$ cat src/rtl/t05_hist_reader.sv
// rtl/t05_hist_reader.sv - scans a 256-bin histogram store and streams nonzero (symbol, count) pairs
// Optional running checksum of emitted counts enabled by defining T05_HIST_READER_SUM_EN.
`timescale 1ns/1ps
module t05_hist_reader #(
   parameter int CNT_W = 32
) (
   input  logic             clk_i,
   input  logic             rst_i,
   input  logic             clear_i,
   input  logic             start_i,
   output logic             hist_rd_o,
   output logic [7:0]       hist_addr_o,
   input  logic [CNT_W-1:0] hist_rdata_i,
   output logic             out_valid_o,
   input  logic             out_ready_i,
   output logic [7:0]       out_sym_o,
   output logic [CNT_W-1:0] out_cnt_o,
   output logic             busy_o,
   output logic             done_o,
   output logic [8:0]       nsym_o,
   input  logic [31:0]      exp_total_i,
   output logic [31:0]      sum_o,
   output logic             sum_err_o
);

   typedef enum logic [2:0] {
      S_IDLE,
      S_REQ,
      S_CAPT,
      S_EMIT,
      S_DONE
   } state_t;

   state_t           state_q, state_d;
   logic [7:0]       idx_q, idx_d;
   logic [7:0]       sym_q, sym_d;
   logic [CNT_W-1:0] cnt_q, cnt_d;
   logic [8:0]       nsym_q, nsym_d;
   logic             scan_start;
   logic             accept;
   logic             in_done;

   always_ff @(posedge clk_i or posedge rst_i) begin
      if (rst_i) begin
         state_q <= S_IDLE;
      end else begin
         state_q <= state_d;
      end
   end

   always_comb begin
      state_d    = state_q;
      idx_d      = idx_q;
      sym_d      = sym_q;
      cnt_d      = cnt_q;
      nsym_d     = nsym_q;
      scan_start = 1'b0;
      accept     = 1'b0;
      in_done    = 1'b0;
      // clear freezes every datapath register and only redirects the FSM
      if (clear_i) begin
         state_d = S_IDLE;
      end else begin
         case (state_q)
            S_IDLE: begin
               if (start_i) begin
                  scan_start = 1'b1;
                  idx_d      = 8'd0;
                  nsym_d     = 9'd0;
                  state_d    = S_REQ;
               end
            end
            S_REQ: begin
               state_d = S_CAPT;
            end
            S_CAPT: begin
               if (hist_rdata_i == '0) begin
                  if (idx_q == 8'hFF) begin
                     state_d = S_DONE;
                  end else begin
                     idx_d   = idx_q + 8'd1;
                     state_d = S_REQ;
                  end
               end else begin
                  sym_d   = idx_q;
                  cnt_d   = hist_rdata_i;
                  state_d = S_EMIT;
               end
            end
            S_EMIT: begin
               if (out_ready_i) begin
                  accept = 1'b1;
                  nsym_d = nsym_q + 9'd1;
                  if (idx_q == 8'hFF) begin
                     state_d = S_DONE;
                  end else begin
                     idx_d   = idx_q + 8'd1;
                     state_d = S_REQ;
                  end
               end
            end
            S_DONE: begin
               in_done = 1'b1;
               state_d = S_IDLE;
            end
            default: begin
               state_d = S_IDLE;
            end
         endcase
      end
   end

   always_ff @(posedge clk_i or posedge rst_i) begin
      if (rst_i) begin
         idx_q  <= 8'd0;
         sym_q  <= 8'd0;
         cnt_q  <= '0;
         nsym_q <= 9'd0;
      end else begin
         idx_q  <= idx_d;
         sym_q  <= sym_d;
         cnt_q  <= cnt_d;
         nsym_q <= nsym_d;
      end
   end

   // idx only moves on the edge into REQ, so it doubles as the held read address
   assign hist_rd_o   = (state_q == S_REQ);
   assign hist_addr_o = idx_q;
   assign out_valid_o = (state_q == S_EMIT);
   assign out_sym_o   = sym_q;
   assign out_cnt_o   = cnt_q;
   assign busy_o      = (state_q != S_IDLE);
   assign done_o      = (state_q == S_DONE);
   assign nsym_o      = nsym_q;

`ifdef T05_HIST_READER_SUM_EN
   logic [31:0] sum_q, sum_d;
   logic        sum_err_q, sum_err_d;

   always_comb begin
      sum_d     = sum_q;
      sum_err_d = sum_err_q;
      if (scan_start) begin
         sum_d     = 32'd0;
         sum_err_d = 1'b0;
      end else if (accept) begin
         sum_d = sum_q + 32'(cnt_q);
      end else if (in_done) begin
         sum_err_d = (sum_q != exp_total_i);
      end
   end

   always_ff @(posedge clk_i or posedge rst_i) begin
      if (rst_i) begin
         sum_q     <= 32'd0;
         sum_err_q <= 1'b0;
      end else begin
         sum_q     <= sum_d;
         sum_err_q <= sum_err_d;
      end
   end

   assign sum_o     = sum_q;
   assign sum_err_o = sum_err_q;
`else
   logic unused_sum_inputs;

   assign unused_sum_inputs = ^{exp_total_i, scan_start, accept, in_done};
   assign sum_o             = 32'd0;
   assign sum_err_o         = 1'b0;
`endif

endmodule

$ cat config.mk
export PLATFORM = sky130hd
export DESIGN_NAME = t05_hist_reader
export DESIGN_NICKNAME = d
export VERILOG_FILES = /design/src/rtl/t05_hist_reader.sv
export SDC_FILE = /design/constraint.sdc
export NUM_CORES = 1
export LEC_CHECK = 0
export ABC_CLOCK_PERIOD_IN_PS = 1800
export CAP_MARGIN = 20
export CORE_MARGIN = 2
export CORE_UTILIZATION = 32
export DETAILED_ROUTE_END_ITERATION = 8
export GPL_TIMING_DRIVEN = 1
export PLACE_DENSITY_LB_ADDON = 0.3
export SYNTH_ARGS = -nofsm -noshare
export SYNTH_HDL_FRONTEND = slang
export SYNTH_SLANG_ARGS = --single-unit
$ cat constraint.sdc
create_clock -name clk_i -period 1.8 [get_ports clk_i]
set_clock_uncertainty 0.15 [all_clocks]
set_input_delay 0.27 -clock clk_i [delete_from_list [all_inputs] [get_ports clk_i]]
set_output_delay 0.27 -clock clk_i [all_outputs]
set_load 0.05 [all_outputs]
==> results.sh <==
export IMPL_cp_end_kind="flop"
export IMPL_htree_num_levels=3
export IMPL_hp_start="hist_rdata_i[18]"
export IMPL_die_w_um=101.6
export IMPL_grt_max_degree=25
export IMPL_setup_violations_final=54
export IMPL_core_area_um2=9240
export IMPL_cts_tree="done"
export IMPL_timing_rr_end="out_cnt_o[22]$_DFFE_PP0P_"
export IMPL_min_path_cells=2
export IMPL_cts_made_buffers=9
export IMPL_whs_ns=0.03239
export IMPL_post_route_util=0.5641
export IMPL_netlist_area_um2=3048
export IMPL_final_min_clock_period_ns=2.034
export IMPL_first_iter_violations=130
export IMPL_final_nets=485
export IMPL_via_per_inst=4.589
export IMPL_drv_cap=0
export IMPL_grt_overflow_total=0
export IMPL_grt_usage=0.1639
export IMPL_drc_errors=0
export IMPL_clkLatencyLatePin_ns=0.33
export IMPL_critPathMaxFanout=5
export IMPL_grt_pass1_wl_mm=13.10
export IMPL_num_antenna_cells=0
export IMPL_drive_gt1_frac=0.6086
export IMPL_ff_latch_area_um2=1514
export IMPL_ys_seq_area_frac=0.4926
export IMPL_violations="setup timing"
export IMPL_routedWlPerCell_um=15.43
export IMPL_vias=2515
export IMPL_period_share=1.130
export IMPL_rsz0062_at_grt="yes"
export IMPL_hpwlAfterDp_mm=5.732
export IMPL_max_freq_mhz=491.6
export IMPL_synthCells=254
export IMPL_cts_hold_buffers=0
export IMPL_status="finished, violations left"
export IMPL_ir_drop_mv=0.9019
export IMPL_layout_setup_ws_ns=-0.2343
export IMPL_cp_start_kind="flop"
export IMPL_clk_path_buf_depth=2
export IMPL_leakagePower_nw=2.585
export IMPL_critPathKind="flop to flop"
export IMPL_rows=35
export IMPL_synth_area_per_cell_um2=12.00
export IMPL_hold_viol=0
export IMPL_n_fill_cell=747
export IMPL_die_area_um2=10320
export IMPL_die_h_um=101.6
export IMPL_slew_viol_final=0
export IMPL_multiInputGateArea_um2=1774
export IMPL_rrSetupSlack_ns=-0.23
export IMPL_power_density_nw_per_um2=1272
export IMPL_clock_sinks=60
export IMPL_gp_congestion=0.8331
export IMPL_hold_path_end="out_cnt_o[18]$_DFFE_PP0P_"
export IMPL_required_ns=1.87
export IMPL_hold_class="primary input to flop"
export IMPL_synth_seq_cells=60
export IMPL_crit_arrival_ns=2.10
export IMPL_syn2layout_area_growth_pct=71.02
export IMPL_synth_warnings=0
export IMPL_reg2regPathDepth=8
export IMPL_antenna_found_initial=0
export IMPL_r2r_start="state_q[0]$_DFFE_PP0P_"
export IMPL_ios=163
export IMPL_start_util=0.3299
export IMPL_first_global_vias=2500
export IMPL_port_buffers=97
export IMPL_drtPass1Iterations=4
export IMPL_ys_types=48
export IMPL_postRouteAntennaNets=0
export IMPL_clk_pin_slew_worst_paths_ns=0.07
export IMPL_routed_wl_mm=8.453
export IMPL_cts_root_buf="clkbuf_8"
critical path, cell delays in order, from the launching register on:
cell	delay [ns]
dfrtp_2	0.44
buf_4	0.15
inv_4	0.06
o21ai_2	0.06
or3_4	0.36
buf_6	0.14
buf_6	0.13
buf_16	0.13
mux2_4	0.29
logic make-up (layout without fill, tap and decap cells):
logic type      after synthesis  after routing  synth area share
flops                        60             60            0.4926
simple gates                 74             74            0.1490
compound gates               19             19           0.05337
xor+xnor                      7              7           0.02012
buf+inv                      47            180            0.1129
other cells                   1             33          0.001230
mux                          44             44            0.1626
fa+ha+maj                     2              2          0.008209
power breakdown:
part	switching [W]	leakage [nW]	internal, W
Clock	0.000508	0.0905	0.000572
Combinational	0.00218	1.73	0.00141
Sequential	0.000232	0.761	0.00173
Total	0.00292	2.59	0.00371
final cells by class:
cell class              count  share of cell area
clock buffers              14             0.03120
clock inverters             2            0.001920
inverters                   5            0.004801
multi-input cells         179              0.3404
flip-flops and latches     60              0.2904
well taps                 129             0.03096
repair buffers            159              0.3003
Yosys cell counts, drive strengths merged:
master / number / share of area
a2111oi: 1 / 0.0090
a211oi: 1 / 0.0025
a21o: 1 / 0.0025
a21oi: 3 / 0.0049
a22o: 4 / 0.011
a31oi: 2 / 0.0041
a32o: 1 / 0.0033
a41oi: 1 / 0.0029
and2: 1 / 0.0021
and3: 2 / 0.0041
and3b: 1 / 0.0029
and4: 1 / 0.0029
buf: 41 / 0.11
clkbuf: 1 / 0.0012
conb: 1 / 0.0012
dfrtp: 60 / 0.49
ha: 2 / 0.0082
inv: 5 / 0.0062
mux2: 44 / 0.16
nand2: 7 / 0.0086
nand2b: 4 / 0.0082
nand3: 4 / 0.0066
nand3b: 1 / 0.0025
nand4: 10 / 0.021
nor2: 17 / 0.024
nor2b: 4 / 0.0082
nor3: 2 / 0.0033
nor3b: 3 / 0.011
nor4: 10 / 0.023
nor4b: 2 / 0.0078
o21a: 1 / 0.0025
o21ai: 2 / 0.0045
o2bb2ai: 1 / 0.0029
o311ai: 1 / 0.0029
or2: 1 / 0.0021
or3: 3 / 0.0078
or3b: 1 / 0.0037
xnor2: 2 / 0.0057
xor2: 5 / 0.014
through the flow:
step | setup WS [ns] | instances | setup TNS (ns) | area (um2) | power [W]
2_1_floorplan | -0.1598 | 286 | -3.490 | 3445 | 0.004305
3_3_place_gp | -0.8289 | 511 | -41.32 | 4533 | 0.005258
3_5_place_dp | -0.8396 | 511 | -42.19 | 4533 | 0.005286
4_1_cts | -0.1792 | 543 | -6.288 | 5071 | 0.006571
5_1_grt | -0.2903 | 548 | -12.80 | 5213 | 0.006931
6_report | -0.2343 | 548 | -10.59 | 5213 | 0.006630
repair_timing:
action | CTS | global route
setup endpoints to repair | 62 | 60
pin swaps | 20 | 16
resized for setup | 127 | 32
setup buffers | 12 | 6
cloned | 6 | 0
worst max path at each step:
| stage | start | end | slack (ns) | depth (start not counted) |
|---|---|---|---|---|
| 3_3_place_gp | hist_rdata_i[16] | hist_addr_o[5]$_DFFE_PP0P_ | -0.83 | 6 |
| 2_1_floorplan | state_q[1]$_DFFE_PP0P_ | hist_addr_o[2]$_DFFE_PP0P_ | -0.16 | 6 |
| 5_1_grt | state_q[0]$_DFFE_PP0P_ | nsym_o[8]$_DFFE_PP0P_ | -0.29 | 5 |
| 3_5_place_dp | hist_rdata_i[16] | out_cnt_o[0]$_DFFE_PP0P_ | -0.84 | 7 |
| 4_1_cts | state_q[0]$_DFFE_PP0P_ | nsym_o[5]$_DFFE_PP0P_ | -0.18 | 5 |
| 6_report | state_q[0]$_DFFE_PP0P_ | out_cnt_o[22]$_DFFE_PP0P_ | -0.23 | 8 |
layout by cell type (no fill, tap or decap), drive strengths merged, types with 7 or more instances in the layout:
cell	synthesis	layout
clkbuf	1	18
nor2	17	17
conb	1	33
buf	41	136
nand2	7	7
dfrtp	60	60
clkdlybuf4s15	0	7
nor4	10	10
dlygate4sd2	0	9
mux2	44	44
nand4	10	10
sequential cells by signal, indices dropped and copies added (netlist names):
| name | count |
|---|---|
| out_cnt_o | 32 |
| state_q | 3 |
| nsym_o | 9 |
| out_sym_o | 8 |
| hist_addr_o | 8 |
per-layer routing:
metal	wire (um)	vias to the layer above	part of all wire	track usage
met3	571	10	0.068	0.04072
met1	3649	1234	0.43	0.2166
met4	94	0	0.011	0.04678
met2	4138	99	0.49	0.2672
met5	0	-	0	0
li1	-	1172	-	-
(Power assumes the default switching activity.)
